===== config.mk =====
export PLATFORM = sky130hd
export DESIGN_NAME = pong_game_ctrl_flat
export DESIGN_NICKNAME = d
export VERILOG_FILES = /design/src/rtl/pong_game_ctrl_if.sv /design/src/rtl/pong_game_ctrl.sv /design/src/flat_wrapper.sv
export SDC_FILE = /design/constraint.sdc
export NUM_CORES = 1
export LEC_CHECK = 0
export ABC_AREA = 1
export BUFFER_PORTS_ARGS = -buffer_cell sky130_fd_sc_hd__clkbuf_2
export CAP_MARGIN = 25
export CELL_PAD_IN_SITES_DETAIL_PLACEMENT = 1
export CELL_PAD_IN_SITES_GLOBAL_PLACEMENT = 2
export CORE_UTILIZATION = 28
export DETAILED_ROUTE_END_ITERATION = 7
export PLACE_DENSITY = 0.86
export SYNTH_ARGS = -nofsm -noshare
export SYNTH_HDL_FRONTEND = slang
export SYNTH_SLANG_ARGS = --single-unit
export TNS_END_PERCENT = 20

===== constraint.sdc =====
create_clock -name i_clk -period 2.1 [get_ports i_clk]
set_clock_uncertainty 0.05 [all_clocks]
set_input_delay 0.105 -clock i_clk [delete_from_list [all_inputs] [get_ports i_clk]]
set_output_delay 0.105 -clock i_clk [all_outputs]
set_load 0.01 [all_outputs]

===== src/rtl/pong_game_ctrl_if.sv =====
// Pong game controller bus: frame/button/ball inputs
// and serve/score/lives outputs. Slave = controller.
interface pong_game_ctrl_if;
  logic       frame_tick;
  logic       btn_start;
  logic       paddle_hit;
  logic [8:0] ball_y;
  logic [8:0] paddle_pos;
  logic       ball_run;
  logic       ball_load;
  logic [9:0] serve_x;
  logic [8:0] serve_y;
  logic       serve_dir_x;
  logic [7:0] score;
  logic [2:0] lives;
  logic       game_over;
  logic [2:0] state;

  modport master (
    output frame_tick, btn_start, paddle_hit,
    output ball_y, paddle_pos,
    input  ball_run, ball_load, serve_x,
    input  serve_y, serve_dir_x, score,
    input  lives, game_over, state
  );

  modport slave (
    input  frame_tick, btn_start, paddle_hit,
    input  ball_y, paddle_pos,
    output ball_run, ball_load, serve_x,
    output serve_y, serve_dir_x, score,
    output lives, game_over, state
  );
endinterface


===== src/rtl/pong_game_ctrl.sv =====
// Pong game sequencer: serve/play/miss/over, BCD score, lives.
// Ports: i_clk, i_reset (sync, active-high), io_gc (slave bus).
module pong_game_ctrl #(
  parameter int unsigned LIVES_INIT   = 3,
  parameter int unsigned SERVE_FRAMES = 60,
  parameter int unsigned MISS_FRAMES  = 90,
  parameter int unsigned MISS_Y       = 440,
  parameter int unsigned SERVE_Y      = 400,
  parameter int unsigned SERVE_X_OFS  = 56
) (
  input  logic             i_clk,
  input  logic             i_reset,
  pong_game_ctrl_if.slave  io_gc
);

  typedef enum logic [2:0] {
    ST_IDLE  = 3'd0,
    ST_SERVE = 3'd1,
    ST_PLAY  = 3'd2,
    ST_MISS  = 3'd3,
    ST_OVER  = 3'd4
  } state_t;

  state_t     r_state;
  logic       r_btn_q;
  logic       r_start_req;
  logic       r_hit_seen;
  logic [7:0] r_cnt;
  logic       r_ball_run;
  logic       r_ball_load;
  logic [9:0] r_serve_x;
  logic       r_dir;
  logic [7:0] r_score;
  logic [2:0] r_lives;
  logic       r_over;

  logic       w_tick;
  logic       w_rise;
  logic       w_miss;
  logic       w_hit;
  logic       w_idle_over;
  logic [9:0] w_serve_x;

  function automatic logic [7:0] bcd_inc(input logic [7:0] s);
    if (s == 8'h99)
      return s;
    else if (s[3:0] == 4'd9)
      return {s[7:4] + 4'd1, 4'd0};
    else
      return {s[7:4], s[3:0] + 4'd1};
  endfunction

  assign w_tick      = io_gc.frame_tick;
  assign w_rise      = io_gc.btn_start & ~r_btn_q;
  assign w_miss      = io_gc.ball_y >= 9'(MISS_Y);
  // hit may land on the tick cycle itself
  assign w_hit       = r_hit_seen | io_gc.paddle_hit;
  assign w_idle_over = (r_state == ST_IDLE) ||
                       (r_state == ST_OVER);
  assign w_serve_x   = {1'b0, io_gc.paddle_pos} +
                       10'(SERVE_X_OFS);

  always_ff @(posedge i_clk) begin
    if (i_reset) begin
      r_state     <= ST_IDLE;
      r_btn_q     <= 1'b0;
      r_start_req <= 1'b0;
      r_hit_seen  <= 1'b0;
      r_cnt       <= 8'd0;
      r_ball_run  <= 1'b0;
      r_ball_load <= 1'b0;
      r_serve_x   <= 10'd0;
      r_dir       <= 1'b0;
      r_score     <= 8'h00;
      r_lives     <= 3'd0;
      r_over      <= 1'b0;
    end else begin
      r_btn_q     <= io_gc.btn_start;
      r_ball_load <= 1'b0;
      if (w_rise && w_idle_over)
        r_start_req <= 1'b1;
      unique case (r_state)
        ST_IDLE, ST_OVER: begin
          if (r_start_req) begin
            r_start_req <= 1'b0;
            r_score     <= 8'h00;
            r_lives     <= 3'(LIVES_INIT);
            r_over      <= 1'b0;
            r_state     <= ST_SERVE;
            r_ball_load <= 1'b1;
            r_serve_x   <= w_serve_x;
            r_dir       <= ~r_dir;
            r_cnt       <= 8'(SERVE_FRAMES);
          end
        end
        ST_SERVE: begin
          r_serve_x <= w_serve_x;
          if (w_tick) begin
            if (r_cnt <= 8'd1) begin
              r_state    <= ST_PLAY;
              r_ball_run <= 1'b1;
              r_hit_seen <= 1'b0;
              r_cnt      <= 8'd0;
            end else begin
              r_cnt       <= r_cnt - 8'd1;
              r_ball_load <= 1'b1;
            end
          end
        end
        ST_PLAY: begin
          if (io_gc.paddle_hit)
            r_hit_seen <= 1'b1;
          // score is committed on the tick so a
          // miss in the same frame can discard it
          if (w_tick) begin
            r_hit_seen <= 1'b0;
            if (w_miss) begin
              r_ball_run <= 1'b0;
              if (r_lives <= 3'd1) begin
                r_lives <= 3'd0;
                r_state <= ST_OVER;
                r_over  <= 1'b1;
              end else begin
                r_lives <= r_lives - 3'd1;
                r_state <= ST_MISS;
                r_cnt   <= 8'(MISS_FRAMES);
              end
            end else if (w_hit) begin
              r_score <= bcd_inc(r_score);
            end
          end
        end
        ST_MISS: begin
          if (w_tick) begin
            if (r_cnt <= 8'd1) begin
              r_state     <= ST_SERVE;
              r_ball_load <= 1'b1;
              r_serve_x   <= w_serve_x;
              r_dir       <= ~r_dir;
              r_cnt       <= 8'(SERVE_FRAMES);
            end else begin
              r_cnt <= r_cnt - 8'd1;
            end
          end
        end
        default: r_state <= ST_IDLE;
      endcase
    end
  end

  assign io_gc.ball_run    = r_ball_run;
  assign io_gc.ball_load   = r_ball_load;
  assign io_gc.serve_x     = r_serve_x;
  assign io_gc.serve_y     = 9'(SERVE_Y);
  assign io_gc.serve_dir_x = r_dir;
  assign io_gc.score       = r_score;
  assign io_gc.lives       = r_lives;
  assign io_gc.game_over   = r_over;
  assign io_gc.state       = r_state;

endmodule


===== src/flat_wrapper.sv =====
// flat-port wrapper written by rule: the top's interface ports become plain ports
module pong_game_ctrl_flat 
#(
  parameter int unsigned LIVES_INIT   = 3,
  parameter int unsigned SERVE_FRAMES = 60,
  parameter int unsigned MISS_FRAMES  = 90,
  parameter int unsigned MISS_Y       = 440,
  parameter int unsigned SERVE_Y      = 400,
  parameter int unsigned SERVE_X_OFS  = 56
)
  (i_clk, i_reset, io_gc_frame_tick, io_gc_btn_start, io_gc_paddle_hit, io_gc_ball_y, io_gc_paddle_pos, io_gc_ball_run, io_gc_ball_load, io_gc_serve_x, io_gc_serve_y, io_gc_serve_dir_x, io_gc_score, io_gc_lives, io_gc_game_over, io_gc_state);
  pong_game_ctrl_if io_gc_i ();
  input  logic i_clk;
  input  logic i_reset;
  input wire logic [$bits(io_gc_i.frame_tick)-1:0] io_gc_frame_tick;
  input wire logic [$bits(io_gc_i.btn_start)-1:0] io_gc_btn_start;
  input wire logic [$bits(io_gc_i.paddle_hit)-1:0] io_gc_paddle_hit;
  input wire logic [$bits(io_gc_i.ball_y)-1:0] io_gc_ball_y;
  input wire logic [$bits(io_gc_i.paddle_pos)-1:0] io_gc_paddle_pos;
  output wire logic [$bits(io_gc_i.ball_run)-1:0] io_gc_ball_run;
  output wire logic [$bits(io_gc_i.ball_load)-1:0] io_gc_ball_load;
  output wire logic [$bits(io_gc_i.serve_x)-1:0] io_gc_serve_x;
  output wire logic [$bits(io_gc_i.serve_y)-1:0] io_gc_serve_y;
  output wire logic [$bits(io_gc_i.serve_dir_x)-1:0] io_gc_serve_dir_x;
  output wire logic [$bits(io_gc_i.score)-1:0] io_gc_score;
  output wire logic [$bits(io_gc_i.lives)-1:0] io_gc_lives;
  output wire logic [$bits(io_gc_i.game_over)-1:0] io_gc_game_over;
  output wire logic [$bits(io_gc_i.state)-1:0] io_gc_state;
  assign io_gc_i.frame_tick = io_gc_frame_tick;
  assign io_gc_i.btn_start = io_gc_btn_start;
  assign io_gc_i.paddle_hit = io_gc_paddle_hit;
  assign io_gc_i.ball_y = io_gc_ball_y;
  assign io_gc_i.paddle_pos = io_gc_paddle_pos;
  assign io_gc_ball_run = io_gc_i.ball_run;
  assign io_gc_ball_load = io_gc_i.ball_load;
  assign io_gc_serve_x = io_gc_i.serve_x;
  assign io_gc_serve_y = io_gc_i.serve_y;
  assign io_gc_serve_dir_x = io_gc_i.serve_dir_x;
  assign io_gc_score = io_gc_i.score;
  assign io_gc_lives = io_gc_i.lives;
  assign io_gc_game_over = io_gc_i.game_over;
  assign io_gc_state = io_gc_i.state;
  pong_game_ctrl #(.LIVES_INIT(LIVES_INIT), .SERVE_FRAMES(SERVE_FRAMES), .MISS_FRAMES(MISS_FRAMES), .MISS_Y(MISS_Y), .SERVE_Y(SERVE_Y), .SERVE_X_OFS(SERVE_X_OFS)) u_core (.i_clk(i_clk), .i_reset(i_reset), .io_gc(io_gc_i));
endmodule

* Word-level counts from Yosys, hierarchy flattened
Cells that the tools add are included.
** Word-level totals
- Memory bits (read-only) :: 0
- Output and inout port bits :: 37
- Memories kept :: 0
- Bits of input ports :: 23
- Word-level logic and storage cells :: 126
- Memory bits (writable) :: 0
- Latch bits :: 0
- Bits in registers :: 39
** Cells by class
- Multipliers :: 0
- $lt $le $gt $ge :: 3
- Equal/unequal tests :: 20
- Bitwise operators :: 4
- Div/mod/pow operators :: 0
- Reduce and logical (&&, ||, !) cells :: 19
- Multiplexer cells :: 62
- Shift operators :: 0
- Add/sub/neg operators :: 5
** Operator list (number)
- 8-bit 2-to-1 mux :: 14
- 3-bit 2-to-1 mux :: 12
- 8-bit case mux with 4 select lines :: 1
- 10-bit 2-to-1 mux :: 3
- 10-bit case mux with 3 select lines :: 1
- 1-bit 2-to-1 mux :: 23
- 7-bit AND reduction :: 3
- 8-bit case mux with 2 select lines :: 1
- 4-bit AND reduction :: 4
- 2-bit by 1-bit != test with 1-bit output (second input constant) :: 7
- 2-bit != test (second input constant) :: 6
- 3-bit case mux with 4 select lines :: 1
- 9-bit by 6-bit adder with 10-bit output (second input constant) :: 1
- 5-bit AND reduction :: 2
- 9-bit >= comparator (second input constant) :: 1
- 4-bit by 1-bit adder with 4-bit output (second input constant) :: 2
- 8-bit == test (second input constant) :: 1
- 8-bit by 1-bit less-or-equal comparator with 1-bit output (second input constant) :: 1
- 1-bit case mux with 2 select lines :: 4
- 8-bit by 1-bit subtractor with 8-bit output (second input constant) :: 1
- 3-bit by 2-bit == test with 1-bit output (second input constant) :: 2
- 3-bit case mux with 2 select lines :: 1
- 6-bit AND reduction :: 1
- 2-bit nonzero test :: 3
- other kinds (16) :: 17

* Logic depth before layout (Yosys ltp)
Gate-level depths: netlist (run 1).
- Depth after elaboration :: 7
- Depth in mapped cells :: 12
- Mapped depth without buffers :: 12

* Worst setup path before layout (run 1)
OpenSTA, ideal clock, no wires.
- Path type :: flip-flop to flip-flop
- Start :: register u_core.r_cnt[0]
- End :: register u_core.r_state[2], in the netlist u_core.io_gc.state[2]
- Path slack :: 0.335 ns
- Library setup time :: 0.113 ns
- Clock period less this slack :: 1.765 ns
- Stages on the path, launching flop included :: 13
- Data arrival time :: 1.601 ns
- Data required time :: 1.937 ns
- Path buffers :: 0
- Cell sequence :: dfxtp_1 inv_1 ha_1 nor2_1 nor2_1 nand2_1 ha_1 a21oi_1 nand3_2 nor2_2 nand2_1 nand2_1 nor2_1
** Between the ends
- Cells in the longest elaborated chain, start to end :: 3
- Elaborated cells between the ends (all ways) :: 4
- Those cells by class :: 1 x order compare; 2 x eq/ne; 1 x reduce/logical
** RTL lines
- start, declared :: line pong_game_ctrl.sv:28 : logic [7:0] r_cnt;
- start signal, assigned :: line pong_game_ctrl.sv:93 : r_cnt <= 8'(SERVE_FRAMES);
- start signal, assigned :: line pong_game_ctrl.sv:105 : r_cnt <= r_cnt - 8'd1;
- start signal, assigned :: line pong_game_ctrl.sv:126 : r_cnt <= 8'(MISS_FRAMES);
- 8-bit by 1-bit less-or-equal comparator with 1-bit output * :: line pong_game_ctrl.sv:99, pong_game_ctrl.sv:135
- 2-bit by 1-bit != test with 1-bit output (no line)
- 7-bit AND reduction (no line) *
- end signal, assigned :: line pong_game_ctrl.sv:100 : r_state <= ST_PLAY;
- end signal, assigned :: line pong_game_ctrl.sv:136 : r_state <= ST_SERVE;
- end signal, assigned :: line pong_game_ctrl.sv:146 : default: r_state <= ST_IDLE;
- end, declared :: line pong_game_ctrl.sv:24 : state_t r_state;
Every way passes the cells marked *; elsewhere a longest branch is shown, timed or not.
A chain may end at the register's enable or synchronous reset.

* Final worst setup path (run 1)
Same ends and word-level chain as after synthesis.

==> flow_metrics.py, run 1 <==
metrics = {
    "power_and_ir_drop": {
        "leakage_nw": 1.48,
        "powerDensity_nw_per_um2": 1380,
        "vdd.ir_drop.worst_v": 0.000367,
    },
    "yosys": {
        "ys_types": 33,
        "yosysTopAreaCell": "dfxtp_1",
        "ys_top_cells_by_count": "nand2_1 (93), nor2_1 (59), inv_1 (44), dfxtp_1 (39), a21oi_1 (26)",
        "synth_area_leaders": "dfxtp_1 (32%), nand2_1 (14%), nor2_1 (9.1%), inv_1 (6.8%), a21oi_1 (5.3%)",
        "synth.most_common_cell": "nand2_1",
        "yosys_warnings": 0,
        "syn_area_um2": 2440,
        "ys_seq_area_frac": 0.320,
        "synth.top_cell.area_share": 0.320,
        "synth_cells": 373,
        "syn_avg_cell_area_um2": 6.53,
        "synth_edf_count": 0,
        "dominantRegCellSynth": "dfxtp_1",
        "ys_ff_latch": 39,
        "synthArstFlopShare": 0,
    },
    "timing": {
        "fin_crit_sh": 0.889,
        "finalHoldViolCount": 0,
        "slew_violations": 0,
        "max_freq_mhz": 535,
        "tns_ns": 0,
        "setup_viol": 0,
        "rsz0062_at_grt": "no",
        "hold_ws_ns": 0.00706,
        "finalCriticalPeriod_ns": 1.87,
    },
    "placement": {
        "place.gp.congestion": 0.798,
        "dp_hpwl_um": 5020,
        "io_buffers": 47,
        "dpl-instance-area_um2": 2780,
    },
    "critical_path": {
        "rrSetupSlack_ns": 0.23,
        "path_class": "flop to flop",
        "r2r_cells": 12,
        "cp_data_arrival_time_ns": 2.01,
        "crit_fanout": 4,
        "worstPathRequired_ns": 2.24,
        "startpoint": "u_core.r_cnt[0]",
        "r2r-start": "u_core.r_cnt[0]",
        "worstSetupStartpointType": "flop",
        "endpoint": "u_core.io_gc.state[2]",
        "r2r-end": "u_core.io_gc.state[2]",
        "endpoint_kind": "flop",
    },
    "cells_and_area": {
        "fill_cells": 1115,
        "drive_gt1_frac": 0.195,
        "diodes": 0,
        "final_cell_area_um2": 2900,
        "synthToLayoutAreaGrowth_pct": 19.0,
        "final_nets": 458,
    },
    "die": {
        "ioPinCount": 60,
        "die_area_um2": 9080,
        "fp.coreArea_um2": 8340,
        "rows": 33,
        "die_w_um": 95.3,
        "die_y_um": 95.3,
        "initial_core_util": 0.292,
    },
    "grt": {
        "antenna_found_initial": 0,
        "grt.overflow.total": 0,
        "grt_usage": 0.151,
        "grt_pass1_vias": 2324,
        "grt_max_degree": 24,
        "grt_pass1_wl_um": 10800,
    },
    "clock_network": {
        "cts_buffer_depth": 2,
        "cts_tree": "yes",
        "clkTransAtPathRegs_ns": 0.08,
        "cts-htree-levels": 2,
        "cts_made_buffers": 5,
        "clk_root_buffer_cell": "clkbuf_8",
        "worstSkewPairLatency_ns": 0.29,
        "clock-sinks": 39,
        "post_cts_resized": 0,
    },
    "route": {
        "dr.pass1.iters": 4,
        "routed_wirelength_um": 6380,
        "num_vias": 2425,
        "drc": 0,
        "drt-initial-drc-count": 64,
        "ant_nets": 0,
        "avgViaCountPerCell": 4.57,
        "wl_per_cell_um": 12.0,
    },
    "flow_run": {
        "max_cap_violations": 0,
    },
    "run_status": {
        "status": "finished clean",
    },
    "worst_hold_path": {
        "hold_start": "io_gc_paddle_pos[2]",
        "hold_class": "input pin to flop",
    },
}
[what timing repair did]
item	CTS	global route
hold endpoints to repair	1	0
setup buffers	0	0
hold buffers	1	0
[power breakdown]
part           switching (mW)  total (mW)  internal [mW]  leakage [nW]
clock                   0.297       0.651          0.354        0.0581
combinational            1.40        2.20          0.798          1.10
sequential              0.195        1.16          0.962         0.321
total                    1.89        4.00           2.11          1.48
[final cells by class]
type,instances,area [µm²],share of cell area
Timing Repair Buffer,53,295,0.102
Sequential cell,39,781,0.269
Inverter,49,184,0.0634
Tap cell,105,131,0.0453
Multi-Input combinational cell,277,1400,0.482
Clock buffer,5,68.8,0.0237
Clock inverter,3,43.8,0.0151
[per-layer routing]
metal  routed length, µm  part of all wire  up-vias  global-route usage
met3                 158             0.025        5              0.0239
met1                3170              0.50     1132               0.199
met5                   0                 0        -                   0
li1                    -                 -     1258                   -
met4                  57            0.0089        0              0.0417
met2                3000              0.47       30               0.253
[how the worst min path moves through the flow]
stage                               to  slack (ns)  cells after the start
2_1_floorplan           u_core.r_btn_q        0.18                      2
3_3_place_gp            u_core.r_btn_q        0.28                      3
3_5_place_dp            u_core.r_btn_q        0.28                      3
4_1_cts        u_core.io_gc.serve_x[2]      0.0001                      3
5_1_grt        u_core.io_gc.serve_x[2]       0.009                      3
6_report       u_core.io_gc.serve_x[2]       0.007                      3
[logic make-up after synthesis]
group                    share of synthesized area
other                                      0.00308
XOR/XNOR                                    0.0287
buffers and inverters                        0.117
AO/OA/AOI/OAI                                0.115
flip-flops                                   0.320
AND/OR/NAND/NOR                              0.364
adder cells (fa/ha/maj)                     0.0513
[registers in the layout (all words and copies together), names as in the netlist]
signal / cells
u_core.io_gc.serve_dir_x: 1
u_core.io_gc.lives: 3
u_core.io_gc.game_over: 1
u_core.io_gc.ball_load: 1
u_core.io_gc.score: 8
u_core.io_gc.serve_x: 10
u_core.io_gc.state: 3
u_core.r_hit_seen: 1
u_core.io_gc.ball_run: 1
u_core.r_cnt: 8
u_core.r_start_req: 1
u_core.r_btn_q: 1
[cell usage in the layout, fill, tap and decap left out, drive strengths merged]
cell	Yosys	layout
o21bai	1	1
o21ai	21	21
conb	2	9
nand2	95	95
nand3	26	26
dfxtp	39	39
a22oi	1	1
o21a	1	1
nand3b	1	1
clkbuf	4	52
a21oi	27	27
a31oi	1	1
nand4	3	3
bufinv	0	1
buf	11	5
clkinv	0	2
or2	2	2
nor3	4	4
dlygate4sd3	0	1
inv	49	49
xor2	5	5
ha	10	10
and3b	1	1
xnor2	3	3
nor2	66	66
[metrics by stage]
step	utilization	power, mW	instances	worst slack [ns]
6_report	0.348	4.00	531	0.232
5_1_grt	0.348	4.44	531	0.00150
4_1_cts	0.348	4.07	531	0.222
3_5_place_dp	0.333	3.41	522	0.243
3_3_place_gp	0.333	3.33	522	0.299
2_1_floorplan	-	2.76	380	0.335
[critical path, cell delays in order, from the launching register on]
cell and delay, ns:
dfxtp_1 0.33, inv_1 0.10, ha_1 0.24, nor2_1 0.06, nor2_1 0.09, nand2_1 0.08
ha_1 0.20, a21oi_1 0.17, nand3_2 0.13, nor2_2 0.15, nand2_1 0.07, nand2_1 0.06
nor2_1 0.04
(Power assumes the default switching activity.)
==> run 2, diff against run 1 <==
==> constraint.sdc (replaced) <==
create_clock -name i_clk -period 1.91 [get_ports i_clk]
set_clock_uncertainty 0.05 [all_clocks]
set_input_delay 0.0955 -clock i_clk [delete_from_list [all_inputs] [get_ports i_clk]]
set_output_delay 0.0955 -clock i_clk [all_outputs]
set_load 0.01 [all_outputs]
==> flow_metrics.py, run 2 (synthesis gave the netlist of run 1 again) <==
metrics = {
    "run_status": {
        "status": "finished clean",
    },
    "critical_path": {
        "r2r-end": "u_core.io_gc.state[0]",
        "crit_path_top_delay_cell": "dfxtp_1",
        "r2r-start": "u_core.r_cnt[0]",
        "cpPeakStageDelay_ns": 0.33,
        "endpoint_kind": "flop",
        "rrSetupSlack_ns": 0.15,
        "crit_fanout": 4,
        "cp_data_arrival_time_ns": 1.91,
        "worstPathRequired_ns": 2.06,
        "path_class": "flop to flop",
        "worstSetupStartpointType": "flop",
        "path_cells": "inv_1 -> ha_2 -> nor2_1 -> nor2_1 -> nand2_1 -> ha_1 -> a21oi_1 -> nand3_2 -> nor2_4 -> nand2_1 -> nand2_1 -> nor2_1",
        "r2r_cells": 12,
    },
    "cells_and_area": {
        "final_nets": 463,
        "final_util": 0.357,
        "synthToLayoutAreaGrowth_pct": 22.1,
        "layout_common_cells": "nand2_1 (93), nor2_1 (59), clkbuf_2 (47), inv_1 (44), dfxtp_1 (39)",
        "largest_register_ffs": 10,
        "fill_cells": 1108,
        "diodes": 0,
        "drive_gt1_frac": 0.200,
        "final_common_cell": "nand2_1",
        "layoutNonFillerInstCount": 536,
    },
    "clock_network": {
        "clk_root_buffer_cell": "clkbuf_8",
        "cts_setup_buffers": 0,
        "clock-sinks": 39,
        "cts_tree": "yes",
        "clkTransAtPathRegs_ns": 0.09,
        "cts_made_buffers": 5,
        "cts_buffer_depth": 2,
        "worstSkewPairLatency_ns": 0.30,
        "cts-htree-levels": 2,
    },
    "power_and_ir_drop": {
        "vdd.ir_drop.worst_v": 0.000472,
        "pwr-share-seq": 0.279,
        "finalPower_mw": 4.55,
        "powerDensity_nw_per_um2": 1530,
        "p_int_mw": 2.43,
        "leakage_nw": 1.51,
        "swShare": 0.466,
        "comb_power_share": 0.563,
        "clkPwrFrac": 0.158,
        "switchingPower_mw": 2.12,
    },
    "worst_hold_path": {
        "whs_endpoint": "u_core.io_gc.serve_x[2]",
        "hold_class": "input pin to flop",
        "hold_start": "i_reset",
        "hold_path_depth": 2,
    },
    "route": {
        "drt-initial-drc-count": 67,
        "avgViaCountPerCell": 4.59,
        "num_vias": 2458,
        "drc": 0,
        "dr.pass1.iters": 4,
        "routed_wirelength_um": 6400,
        "ant_nets": 0,
        "wl_per_cell_um": 11.9,
    },
    "timing": {
        "max_freq_mhz": 568,
        "fin_crit_sh": 0.922,
        "finalHoldViolCount": 0,
        "slew_violations": 0,
        "finalCriticalPeriod_ns": 1.76,
        "setup_viol": 0,
    },
    "placement": {
        "post-place-cells": 524,
        "place.gp.congestion": 0.770,
        "dp_hpwl_um": 4990,
        "io_buffers": 47,
    },
    "grt": {
        "grt_max_degree": 30,
        "grt_pass1_wl_um": 10900,
        "antenna_found_initial": 0,
        "grt.overflow.total": 0,
        "grt_pass1_vias": 2398,
        "grt_usage": 0.153,
    },
    "die": {
        "rows": 33,
        "die_area_um2": 9080,
        "die_y_um": 95.3,
        "die_w_um": 95.3,
        "initial_core_util": 0.292,
        "ioPinCount": 60,
        "fp.coreArea_um2": 8340,
    },
    "flow_run": {
        "max_cap_violations": 0,
    },
}
-- run 2: cell count changes in the layout (fill, tap and decap cells not counted) --
cell,delta
clkinv_2,-1
buf_4,+1
inv_6,+1
clkinvlp_4,+1
dlygate4sd3_1,+3
buf_12,+1
nor2_4,+1
nand3_2,-1
clkinv_4,-1
nor2_2,-1
ha_2,+1
ha_1,-1
nand3_4,+1
-- run 2: worst max-delay path by stage --
| stage | startpoint | to | slack (ns) |
|---|---|---|---|
| after floorplan | u_core.r_cnt[0] | u_core.io_gc.state[2] | 0.15 |
| after global placement | u_core.r_cnt[0] | u_core.io_gc.state[2] | 0.13 |
| after detailed placement | u_core.r_cnt[0] | u_core.io_gc.state[2] | 0.09 |
| after CTS | u_core.r_cnt[0] | u_core.io_gc.state[0] | 0.09 |
| after global routing | u_core.r_cnt[0] | u_core.io_gc.state[0] | -0.01 |
| final | u_core.r_cnt[0] | u_core.io_gc.state[0] | 0.15 |
-- run 2: layer usage --
| layer | GRT usage | vias up | routed length, µm | share of wire |
|---|---|---|---|---|
| met2 | 0.252 | 34 | 3000 | 0.47 |
| met4 | 0.0480 | 0 | 102 | 0.016 |
| met3 | 0.0303 | 12 | 165 | 0.026 |
| met1 | 0.200 | 1143 | 3130 | 0.49 |
| met5 | 0 | - | 0 | 0 |
| li1 | - | 1269 | - | - |
-- run 2: worst max-delay path: cells and delay by family, from the launching register on --
family,cells,cell delay (ns)
AO/OA/AOI/OAI,1,0.14
adder cells (fa/ha/maj),2,0.41
buffers and inverters,1,0.10
flip-flops,1,0.33
AND/OR/NAND/NOR,8,0.63
-- run 2: cell type report --
cell class,count,area (µm²),area share
sequential,39,781,0.262
multi-input combinational,277,1410,0.475
timing repair buffer,58,353,0.119
inverter,49,184,0.0618
clock buffer,5,68.8,0.0231
tap,105,131,0.0441
clock inverter,3,46.3,0.0156
-- run 2: power groups by stage --
stage	Combinational (mW)	Clock, mW	Sequential (mW)
global placement	2.48	0	1.28
floorplan	1.71	0	1.33
detailed placement	2.55	0	1.29
CTS	2.57	0.748	1.27
finish	2.56	0.721	1.27
global route	2.95	0.790	1.30
-- run 2: through the flow --
step	setup TNS, ns	instance area, µm²	setup slack (ns)	hold WS (ns)
after floorplan	0	2460	0.145	0.170
after CTS	0	2960	0.0895	0.0593
after global placement	0	2810	0.133	0.270
final	0	2980	0.148	0.0558
after global routing	-0.0146	2980	-0.0115	0.0668
after detailed placement	0	2810	0.0949	0.279
-- run 2: timing repair --
item                       4_1_cts  5_1_grt
setup endpoints to repair        0        7
hold endpoints to repair         4        0
gates resized for setup          0        3
hold buffers                     4        0
==> run 3, diff against run 2 <==
--- a/config.mk
+++ b/config.mk
@@ -12,7 +12,7 @@
 export CELL_PAD_IN_SITES_GLOBAL_PLACEMENT = 2
 export CORE_UTILIZATION = 28
 export DETAILED_ROUTE_END_ITERATION = 7
-export PLACE_DENSITY = 0.86
+export PLACE_DENSITY = 0.84
 export SYNTH_ARGS = -nofsm -noshare
 export SYNTH_HDL_FRONTEND = slang
 export SYNTH_SLANG_ARGS = --single-unit
==> flow_metrics.py, run 3 (synthesis gave the netlist of run 1 again) <==
metrics = {
    "cells_and_area": {
        "synthToLayoutAreaGrowth_pct": 20.5,
        "final_nets": 462,
        "final_cell_area_um2": 2940,
        "layout_common_cells": "nand2_1 (93), nor2_1 (59), clkbuf_2 (47), inv_1 (42), dfxtp_1 (39)",
        "layoutNonFillerInstCount": 535,
        "diodes": 0,
        "final_common_cell": "nand2_1",
        "fill_cells": 1132,
        "drive_gt1_frac": 0.205,
        "largest_register_ffs": 10,
    },
    "critical_path": {
        "crit_fanout": 9,
        "path_class": "flop to flop",
        "endpoint_kind": "flop",
        "worstSetupStartpointType": "flop",
        "r2r_cells": 8,
        "worstPathRequired_ns": 2.05,
        "cp_data_arrival_time_ns": 1.92,
    },
    "die": {
        "fp.coreArea_um2": 8340,
        "initial_core_util": 0.292,
        "die_w_um": 95.3,
        "die_y_um": 95.3,
        "rows": 33,
        "ioPinCount": 60,
        "die_area_um2": 9080,
    },
    "power_and_ir_drop": {
        "p_int_mw": 2.26,
        "powerDensity_nw_per_um2": 1490,
        "switchingPower_mw": 2.11,
        "vdd.ir_drop.worst_v": 0.000354,
        "swShare": 0.484,
        "pwr-share-seq": 0.291,
        "leakage_nw": 1.49,
        "clkPwrFrac": 0.133,
        "comb_power_share": 0.576,
    },
    "clock_network": {
        "cts_buffer_depth": 2,
        "cts_made_buffers": 5,
        "cts_tree": "yes",
        "clkTransAtPathRegs_ns": 0.09,
        "clock-sinks": 39,
        "worstSkewPairLatency_ns": 0.30,
        "cts-htree-levels": 2,
        "clk_root_buffer_cell": "clkbuf_8",
        "cts_setup_buffers": 0,
    },
    "grt": {
        "antenna_found_initial": 0,
        "grt_max_degree": 30,
        "grt_pass1_vias": 2372,
        "grt_pass1_wl_um": 10700,
        "grt_usage": 0.151,
        "grt.overflow.total": 0,
    },
    "timing": {
        "hold_ws_ns": 0.0755,
        "rsz0062_at_grt": "no",
        "fin_crit_sh": 0.929,
        "slew_violations": 0,
        "tns_ns": 0,
        "max_freq_mhz": 564,
        "finalCriticalPeriod_ns": 1.77,
        "setup_viol": 0,
        "finalHoldViolCount": 0,
    },
    "route": {
        "ant_nets": 0,
        "wl_per_cell_um": 12.2,
        "routed_wirelength_um": 6550,
        "num_vias": 2420,
        "drc": 0,
        "dr.pass1.iters": 4,
        "avgViaCountPerCell": 4.52,
        "drt-initial-drc-count": 50,
    },
    "run_status": {
        "status": "finished clean",
    },
    "placement": {
        "dpl-instance-area_um2": 2790,
        "dp_hpwl_um": 4980,
        "io_buffers": 47,
        "place.gp.congestion": 0.760,
        "post-place-cells": 523,
    },
    "flow_run": {
        "max_cap_violations": 0,
    },
    "worst_hold_path": {
        "hold_class": "input pin to flop",
        "hold_path_depth": 2,
    },
}
## run 3: cell type report
type / instances / area (µm²) / share of cell area
Clock inverter: 3 / 20.0 / 0.00682
Inverter: 49 / 184 / 0.0626
Sequential cell: 39 / 781 / 0.266
Timing Repair Buffer: 57 / 333 / 0.113
Tap cell: 105 / 131 / 0.0447
Clock buffer: 5 / 68.8 / 0.0234
Multi-Input combinational cell: 277 / 1420 / 0.483
## run 3: power groups by stage
stage,combinational (mW),sequential (mW),clock [mW]
CTS,2.52,1.27,0.613
global route,2.89,1.32,0.649
finish,2.52,1.27,0.581
global placement,2.43,1.29,0
detailed placement,2.49,1.29,0
floorplan,1.71,1.33,0
## run 3: timing repair
action,4_1_cts,5_1_grt
endpoints found under the setup margin,0,3
gates resized for setup,0,6
endpoints found under the hold margin,4,0
hold buffers,4,0
## run 3: per-layer routing
layer / GRT usage / vias up / share of wire
met4: 0.0429 / 0 / 0.0078
met2: 0.255 / 35 / 0.48
met1: 0.197 / 1118 / 0.49
li1: - / 1263 / -
met3: 0.0239 / 4 / 0.024
met5: 0 / - / 0
## run 3: critical path: stages, from the launching register on
cell and delay (ns):
dfxtp_1 0.54, inv_2 0.10, nand3_4 0.17, nor2_2 0.10, nor2_4 0.13, nand2_4 0.09, nor2_1 0.26, o21a_1 0.17
nor2_1 0.04
## run 3: final timing paths
path / startpoint / slack (ns) / end
worst min-delay path: i_reset / 0.08 / u_core.io_gc.serve_x[9]
worst min register to register: u_core.r_hit_seen / 0.40 / u_core.r_hit_seen
worst max-delay path: u_core.io_gc.state[2] / 0.14 / u_core.io_gc.lives[1]
worst max register to register: u_core.io_gc.state[2] / 0.14 / u_core.io_gc.lives[1]
## run 3: metrics by stage
| step | utilization | setup slack [ns] | total power, mW |
|---|---|---|---|
| after floorplan | - | 0.145 | 3.03 |
| after global placement | 0.334 | 0.125 | 3.72 |
| after detailed placement | 0.334 | 0.0884 | 3.79 |
| after CTS | 0.350 | 0.0679 | 4.40 |
| after global routing | 0.352 | 0.0111 | 4.85 |
| final | 0.352 | 0.136 | 4.37 |
